===== src/rtl/instr_fetch_unit_pkg.sv =====
// Shared definitions for the instruction fetch unit:
//   - MIPS opcode constants used by the next-PC logic
//   - HALT_WORD, the encoding that stops fetch
//   - fetch FSM state encoding
package instr_fetch_unit_pkg;

  localparam logic [5:0] OP_RTYPE = 6'd0;
  localparam logic [5:0] OP_J     = 6'd2;
  localparam logic [5:0] OP_BEQ   = 6'd4;
  localparam logic [5:0] OP_BNE   = 6'd5;
  localparam logic [5:0] OP_LW    = 6'd35;
  localparam logic [5:0] OP_SW    = 6'd43;

  localparam logic [31:0] HALT_WORD = 32'hFFFF_FFFF;

  typedef enum logic [2:0] {
    ST_IDLE  = 3'd0,
    ST_FETCH = 3'd1,
    ST_ISSUE = 3'd2,
    ST_WAIT  = 3'd3,
    ST_HALT  = 3'd4
  } fetch_state_t;

endpackage


===== src/rtl/instr_fetch_unit_if.sv =====
// Handshake between the fetch unit and the multi-cycle CPU.
//   instrword : current instruction (fetch -> CPU)
//   newinstr  : one-cycle pulse, new instruction valid (fetch -> CPU)
//   instrdone : CPU finished the current instruction (CPU -> fetch)
//   aluzero   : ALU zero flag, valid with instrdone (CPU -> fetch)
interface instr_fetch_unit_if;
  logic [31:0] instrword;
  logic        newinstr;
  logic        instrdone;
  logic        aluzero;

  modport master (output instrword, output newinstr,
                  input  instrdone, input  aluzero);
  modport slave  (input  instrword, input  newinstr,
                  output instrdone, output aluzero);
endinterface


===== src/rtl/instr_fetch_unit_next_pc_logic.sv =====
// Combinational next-PC computation for MIPS branch/jump.
//   pc        : address of the current instruction
//   instrword : current instruction
//   aluzero   : ALU zero flag for the current instruction
//   next_pc   : address of the next instruction
module next_pc_logic
  import instr_fetch_unit_pkg::*;
(
  input  logic [31:0] pc,
  input  logic [31:0] instrword,
  input  logic        aluzero,
  output logic [31:0] next_pc
);

  logic [31:0] pc4;
  logic [31:0] br_off;
  logic [5:0]  opcode;

  assign pc4    = pc + 32'd4;
  assign opcode = instrword[31:26];
  // sign-extended word offset converted to a byte offset
  assign br_off = {{14{instrword[15]}}, instrword[15:0], 2'b00};

  always_comb begin
    next_pc = pc4;
    case (opcode)
      OP_BEQ:  if (aluzero)  next_pc = pc4 + br_off;
      OP_BNE:  if (!aluzero) next_pc = pc4 + br_off;
      OP_J:    next_pc = {pc4[31:28], instrword[25:0], 2'b00};
      default: next_pc = pc4;
    endcase
  end

endmodule


===== src/rtl/instr_fetch_unit.sv =====
// Fetch stage for mipscpu: PC, loadable instruction memory, next-PC
// logic, and the handshake with the CPU's multi-cycle control FSM.
//   clk, rst            : clock, synchronous active-high reset
//   run                 : level enable for fetch
//   imem_we/waddr/wdata : instruction memory write port
//   cpu                 : instrword/newinstr out, instrdone/aluzero in
//   pc                  : current PC
//   halted              : fetch stopped (halt word, bad PC or timeout)
//   fault               : stop caused by timeout or out-of-range PC
//
// state | meaning
// IDLE  | waiting for run
// FETCH | read imem[pc] into instrword, or fault on out-of-range pc
// ISSUE | newinstr high, wait counter cleared
// WAIT  | waiting for instrdone; counts toward timeout
// HALT  | stopped until reset
module instr_fetch_unit
  import instr_fetch_unit_pkg::*;
#(
  parameter int          IMEM_DEPTH   = 128,
  parameter logic [31:0] RESET_PC     = 32'h0000_0000,
  parameter int          WAIT_TIMEOUT = 16
) (
  input  logic                  clk,
  input  logic                  rst,
  input  logic                  run,
  input  logic                  imem_we,
  input  logic [6:0]            imem_waddr,
  input  logic [31:0]           imem_wdata,
  instr_fetch_unit_if.master    cpu,
  output logic [31:0]           pc,
  output logic                  halted,
  output logic                  fault
);

  localparam int CW = $clog2(WAIT_TIMEOUT + 1);

  logic [31:0] imem [IMEM_DEPTH];

  fetch_state_t state_q, state_d;
  logic [31:0]  pc_q, pc_d;
  logic [31:0]  instrword_q, instrword_d;
  logic         newinstr_q, newinstr_d;
  logic         halted_q, halted_d;
  logic         fault_q, fault_d;
  logic [CW-1:0] wait_cnt_q, wait_cnt_d;
  logic [31:0]  next_pc;

  next_pc_logic u_next_pc (
    .pc        (pc_q),
    .instrword (instrword_q),
    .aluzero   (cpu.aluzero),
    .next_pc   (next_pc)
  );

  // Memory survives reset; a same-cycle write is not seen by FETCH.
  always_ff @(posedge clk) begin
    if (imem_we) imem[imem_waddr] <= imem_wdata;
  end

  always_comb begin
    state_d     = state_q;
    pc_d        = pc_q;
    instrword_d = instrword_q;
    newinstr_d  = 1'b0;
    halted_d    = halted_q;
    fault_d     = fault_q;
    wait_cnt_d  = wait_cnt_q;
    case (state_q)
      ST_IDLE: begin
        if (run) state_d = ST_FETCH;
      end
      ST_FETCH: begin
        if (|pc_q[31:9]) begin
          halted_d = 1'b1;
          fault_d  = 1'b1;
          state_d  = ST_HALT;
        end else begin
          instrword_d = imem[pc_q[8:2]];
          newinstr_d  = 1'b1;
          state_d     = ST_ISSUE;
        end
      end
      ST_ISSUE: begin
        wait_cnt_d = '0;
        state_d    = ST_WAIT;
      end
      ST_WAIT: begin
        // instrdone has priority over a timeout in the same cycle
        if (cpu.instrdone) begin
          if (instrword_q == HALT_WORD) begin
            halted_d = 1'b1;
            state_d  = ST_HALT;
          end else begin
            pc_d    = next_pc;
            state_d = run ? ST_FETCH : ST_IDLE;
          end
        end else if (wait_cnt_q == CW'(WAIT_TIMEOUT - 1)) begin
          halted_d = 1'b1;
          fault_d  = 1'b1;
          state_d  = ST_HALT;
        end else begin
          wait_cnt_d = wait_cnt_q + CW'(1);
        end
      end
      ST_HALT: state_d = ST_HALT;
      default: state_d = ST_IDLE;
    endcase
  end

  always_ff @(posedge clk) begin
    if (rst) begin
      state_q     <= ST_IDLE;
      pc_q        <= RESET_PC;
      instrword_q <= '0;
      newinstr_q  <= 1'b0;
      halted_q    <= 1'b0;
      fault_q     <= 1'b0;
      wait_cnt_q  <= '0;
    end else begin
      state_q     <= state_d;
      pc_q        <= pc_d;
      instrword_q <= instrword_d;
      newinstr_q  <= newinstr_d;
      halted_q    <= halted_d;
      fault_q     <= fault_d;
      wait_cnt_q  <= wait_cnt_d;
    end
  end

  assign cpu.instrword = instrword_q;
  assign cpu.newinstr  = newinstr_q;
  assign pc            = pc_q;
  assign halted        = halted_q;
  assign fault         = fault_q;

endmodule


===== src/flat_wrapper.sv =====
// flat-port wrapper written by rule: the top's interface ports become plain ports
module instr_fetch_unit_flat import instr_fetch_unit_pkg::*;
#(
  parameter int          IMEM_DEPTH   = 128,
  parameter logic [31:0] RESET_PC     = 32'h0000_0000,
  parameter int          WAIT_TIMEOUT = 16
)
  (clk, rst, run, imem_we, imem_waddr, imem_wdata, pc, halted, fault, cpu_instrword, cpu_newinstr, cpu_instrdone, cpu_aluzero);
  instr_fetch_unit_if cpu_i ();
  input  logic clk;
  input  logic rst;
  input  logic run;
  input  logic imem_we;
  input  logic [6:0] imem_waddr;
  input  logic [31:0] imem_wdata;
  output logic [31:0] pc;
  output logic halted;
  output logic fault;
  output wire logic [$bits(cpu_i.instrword)-1:0] cpu_instrword;
  output wire logic [$bits(cpu_i.newinstr)-1:0] cpu_newinstr;
  input wire logic [$bits(cpu_i.instrdone)-1:0] cpu_instrdone;
  input wire logic [$bits(cpu_i.aluzero)-1:0] cpu_aluzero;
  assign cpu_instrword = cpu_i.instrword;
  assign cpu_newinstr = cpu_i.newinstr;
  assign cpu_i.instrdone = cpu_instrdone;
  assign cpu_i.aluzero = cpu_aluzero;
  instr_fetch_unit #(.IMEM_DEPTH(IMEM_DEPTH), .RESET_PC(RESET_PC), .WAIT_TIMEOUT(WAIT_TIMEOUT)) u_core (.clk(clk), .rst(rst), .run(run), .imem_we(imem_we), .imem_waddr(imem_waddr), .imem_wdata(imem_wdata), .cpu(cpu_i), .pc(pc), .halted(halted), .fault(fault));
endmodule

===== config.mk =====
export PLATFORM = sky130hd
export DESIGN_NAME = instr_fetch_unit_flat
export DESIGN_NICKNAME = d
export VERILOG_FILES = /design/src/rtl/instr_fetch_unit_pkg.sv /design/src/rtl/instr_fetch_unit_if.sv /design/src/rtl/instr_fetch_unit_next_pc_logic.sv /design/src/rtl/instr_fetch_unit.sv /design/src/flat_wrapper.sv
export SDC_FILE = /design/constraint.sdc
export NUM_CORES = 2
export LEC_CHECK = 0
export CORE_AREA = 2 2 640 642
export DETAILED_ROUTE_END_ITERATION = 8
export DIE_AREA = 0 0 642 644
export HOLD_SLACK_MARGIN = 0.1
export PLACE_DENSITY_LB_ADDON = 0.08
export SKIP_CTS_REPAIR_TIMING = 1
export SYNTH_ARGS = -nofsm -noshare
export SYNTH_HDL_FRONTEND = slang
export SYNTH_HIERARCHICAL = 1
export SYNTH_SLANG_ARGS = --single-unit
export TNS_END_PERCENT = 5

===== constraint.sdc =====
create_clock -name clk -period 5.2 [get_ports clk]
set_clock_uncertainty 0.2 [all_clocks]
set_input_delay 0.78 -clock clk [delete_from_list [all_inputs] [get_ports clk]]
set_output_delay 0.78 -clock clk [all_outputs]
set_load 0.02 [all_outputs]

# Word-level counts from Yosys, hierarchy flattened
# Memory sizes are Yosys's and may differ from the RTL's. A register that Yosys moved wholly into a read port is not among the register bits.
# Cells that the tools add are included.
# word_totals
ramBits	4096
input_bits	45
out_inout_bits	67
wordCells	63
reg_bits	43
mem_count	1
# op_classes
add_sub_neg	3
bitwise	3
n_reduce_logical	11
n_eq_ne	16
muxes	23
# mem_list
memory	words	word_bits	rd	rd_ports_with_merged_regs	wr	line_no	text
u_core.imem	128	32	1	1	1	instr_fetch_unit.sv:38	logic [31:0] imem [IMEM_DEPTH];
# ops
operator	n
$pmux 32 s3	1
$mux 32	2
$add 32x3->32 const B	1
$add 32x32->32	1
$eq 32x32->1 const B	1
$reduce_or 23->1	1
$mux 3	5
$pmux 3 s5	1
$eq 6x3->1 const B	2
$mux 5	2
$pmux 5 s2	1
$mux 1	9
$reduce_and 4->1	2
$eq 3x2->1 const B	2
$eq 6x2->1 const B	1
$ne 2x2->1 const B	3
$ne 3x2->1 const B	2
$reduce_and 3->1	2
$add 5x1->5 const B	1
$eq 5x4->1 const B	1
$ne 2x1->1 const B	2
$pmux 1 s2	2
$reduce_and 2->1	2
$reduce_bool 2->1	2
other kinds (5)	7

# Depth between registers and ports, before layout
# depth
word_depth	4
ltp_mapped	17
mapped_depth_nobuf	16

# Cells and area by module
# Netlist, hierarchy kept.
# modules_own_cells
module	area_per_inst_um2	seq_area_each_um2	cells_each	n_inst
instr_fetch_unit	159170.2	124499.4	7215	1
next_pc_logic	2832.7	0.0	405	1

# Worst setup path after synthesis
# No wires, ideal clock.
# synth_timing
path_type	input port to flip-flop
startpoint	in imem_we
endpoint	mem u_core.imem[98][0] (enable)
t_arrival_ns	3.558
t_required_ns	4.539
setup_ns	0.461
slack_ns	0.981
n_path_buf	1
path_stages	3
cell_sequence	clkbuf_1 nand4_1 nor3_1
# synth_between
elab_chain_cells	2
# synth_lines
element	line_no	text
start, declared	flat_wrapper.sv:13	input logic imem_we;
$mux 1	instr_fetch_unit.sv:58	if (imem_we) imem[imem_waddr] <= imem_wdata;
$mux 1 (not written as such)	instr_fetch_unit.sv:58	
end, declared	instr_fetch_unit.sv:38	
# Every way passes these cells.

==> flow_metrics.tcl <==
set metrics [dict create \
    status "completed" \
    grt_use_total 0.252 \
    grt_start_max_net_pins 129 \
    port_buffers 111 \
    p_int_mw 55.2 \
    switchingPower_mw 14.8 \
    ys.flop_type "edfxtp_1" \
    antenna_found_initial 56 \
    setup_ws_ps 503 \
    synth_cells 7620 \
    end_kind "register" \
    grt_pass1_vias 83700 \
    initial_core_util 0.398 \
    cts.clk_slew.worst_paths_ps 60 \
    num_rows 235 \
    die_h_um 644 \
    max_cap_viol_count 0 \
    ys_types 92 \
    h-tree-depth 5 \
    gr-total-overflow 0 \
    timing.fmax_mhz 213 \
    firstDrtPassIters 6 \
    die_w_um 642 \
    worst_pin_slew_ps 1370 \
    num_vias 84100 \
    cts_buffer_depth 4 \
    async_flop_share 0 \
    path_buf_inv 2 \
    post_layout_nonfiller_instances 14100 \
    pre_cts_slack_ps 555 \
    dpl_cell_area_mm2 0.173 \
    drc_errors 0 \
    mappedNetlistArea_mm2 0.162 \
    cpMostUsedCell "a31oi_1" \
    period_needed_ps 4700 \
    pin_count 112 \
    grt_pass1_wl_mm 720 \
    crit_chain "buf_12, and2_1, buf_4, a22oi_1, a31oi_1, a31oi_1, o32ai_1, o41ai_1" \
    cp_top_family "compound AO/OA/AOI/OAI gates" \
    fin_util 0.460 \
    place_inst 13300 \
    hp-start "imem_wdata[21]" \
    routed_via_density 5.96 \
    cp_slowest_stage_delay_ps 840 \
    p_clk_frac 0.440 \
    synth_seq_area_share 0.769 \
    cts_made_buffers 447 \
    syn_area_per_cell_um2 21.3 \
    cts_tree "yes" \
    yosysMostFrequentCell "edfxtp_1" \
    root_buffer "clkbuf_16" \
    dpl.hpwl_mm 317 \
    tns_ps 0 \
    fin_crit_sh 0.903 \
    synthTopCellsByArea "edfxtp_1 (76%), mux4_2 (13%), mux2i_1 (2.4%)" \
    synth_top_cell_area_share 0.759 \
    reg2reg_from "u_core/pc[2]" \
    finalHoldViolCount 0 \
    setup_viol 0 \
    wirelength_mm 529 \
    layout-drive-gt1-share 0.264 \
    p_per_area_mw_per_mm2 373 \
    relSlewSlack 0.0867 \
    drtIter0Drc 10300 \
    arrival_ps 5290 \
    yosysWarnings 6 \
    nets 8365 \
    rsz0062_at_grt "no" \
    p_leak_nw 56.6 \
    synthTopCellsByCount "edfxtp_1 (4,096), mux4_2 (904), mux2i_1 (388)" \
    drtAntennaViolNets 0 \
    synth_nets 7704 \
    gp_congestion 0.856 \
    synth-seq-cells 4171 \
    die_area_mm2 0.413 \
    design_area_mm2 0.188 \
    pwr-share-comb 0.028 \
    worstPathRequired_ps 5800 \
    cp-start-kind "register" \
    clk_latency_ps 1030 \
    avgRoutedWirePerCell_um 37.5 \
    vdd_drop_max_uv 297 \
    swShare 0.211 \
    yosysTopAreaCell "edfxtp_1" \
    cts_sinks 4171 \
    syn2layout_area_growth_pct 15.8 \
    crit_path_max_fanout 80 \
    core_area_mm2 0.408 \
    pwr-share-seq 0.532 \
    synth_edf_count 4096 \
    crit_start "u_core/pc[2]" \
    hold_path.class "in2reg" \
    criticalPathCategory "reg2reg" \
    slew_violations 0 \
    cpMaxStageDelayCell "dfxtp_4" \
]
==> cell usage in the layout, fill, tap and decap left out, types with 21 or more instances in the layout <==
cell | Yosys | final
a22oi_1 | 200 | 200
o22ai_1 | 157 | 157
clkdlybuf4s50_1 | 0 | 78
nor2_1 | 234 | 112
nand4_1 | 47 | 47
clkinv_1 | 1 | 114
a21oi_1 | 128 | 124
xor2_1 | 21 | 21
xnor2_1 | 27 | 27
o221ai_1 | 55 | 55
inv_1 | 22 | 22
bufinv_16 | 0 | 31
o21ai_0 | 73 | 67
nor2_4 | 0 | 120
buf_4 | 56 | 479
clkbuf_16 | 0 | 455
nand2_1 | 145 | 141
a31oi_1 | 23 | 22
dfxtp_1 | 75 | 69
mux4_2 | 904 | 904
mux2i_1 | 388 | 388
edfxtp_1 | 4096 | 4096
nor4_1 | 23 | 23
ha_1 | 38 | 38
o211ai_1 | 35 | 35
clkinv_2 | 0 | 75
nor3_2 | 2 | 27
nor3_1 | 80 | 55
buf_12 | 0 | 74
clkbuf_1 | 148 | 114
nand3_1 | 61 | 57
nor2b_1 | 36 | 31
a22o_1 | 21 | 21
==> metal layers <==
| metal | up-vias | track usage | part of all wire |
|---|---|---|---|
| met5 | - | 0 | 0.00015 |
| met1 | 46500 | 0.358 | 0.43 |
| met2 | 3301 | 0.405 | 0.47 |
| met3 | 639 | 0.0377 | 0.068 |
| met4 | 12 | 0.0742 | 0.032 |
| li1 | 33700 | - | - |
==> power by group through the flow <==
stage               Combinational, mW  Sequential [mW]  Clock [mW]
finish                           1.97             37.2        30.8
global route                     2.07             37.2        32.6
CTS                              1.98             37.2        31.3
detailed placement               1.98             37.9           0
global placement                 1.94             37.9           0
floorplan                       0.643             37.9           0
==> through the flow <==
stage,hold WS (ps),power (mW)
floorplan,257,38.5
detailed placement,247,39.9
CTS,-203,70.5
global placement,243,39.8
finish,124,70.0
global route,138,71.9
==> flip-flops by register name, summed over array words and instances (netlist names) <==
register	count
u_core/cpu.instrword	32
u_core/halted	1
u_core/cpu.newinstr	1
u_core/pc	32
u_core/wait_cnt_q	5
u_core/fault	1
u_core/imem	4096
u_core/state_q	3
==> final timing paths <==
path	end	slack (ps)	depth (start not counted)
min	u_core/imem[8][21]	120	1
max reg2reg	u_core/cpu.instrword[4]	500	8
min reg2reg	u_core/halted	250	2
max	u_core/cpu.instrword[4]	500	8
==> worst reg2reg max path, cell delays in order (launching register included) <==
cell     delay [ps]
dfxtp_4         840
buf_12          540
and2_1          840
buf_4           360
a22oi_1         170
a31oi_1         360
a31oi_1         430
o32ai_1         530
o41ai_1         210
==> area by class of cell <==
| class | count | area, um^2 |
|---|---|---|
| Fill cell | 34300 | 220000 |
| Inverter | 24 | 97.6 |
| Antenna cell | 20 | 50.0 |
| Clock buffer | 576 | 11900 |
| Timing Repair Buffer | 639 | 5940 |
| Tap cell | 5451 | 6820 |
| Clock inverter | 247 | 2120 |
| Multi-Input combinational cell | 2998 | 36100 |
| Sequential cell | 4171 | 125000 |
==> cell families (layout without fill, tap and decap cells) <==
| kind of cell | after synthesis | count (layout) | synth area share |
|---|---|---|---|
| compound gates | 878 | 878 | 0.0379 |
| xor+xnor | 48 | 48 | 0.00260 |
| fa+ha+maj | 39 | 39 | 0.00306 |
| buf+inv | 451 | 1486 | 0.0157 |
| flops | 4171 | 4171 | 0.769 |
| mux | 1305 | 1305 | 0.151 |
| other cells | 0 | 20 | 0 |
| simple gates | 728 | 728 | 0.0217 |
Power figures use the tool's default switching activity.
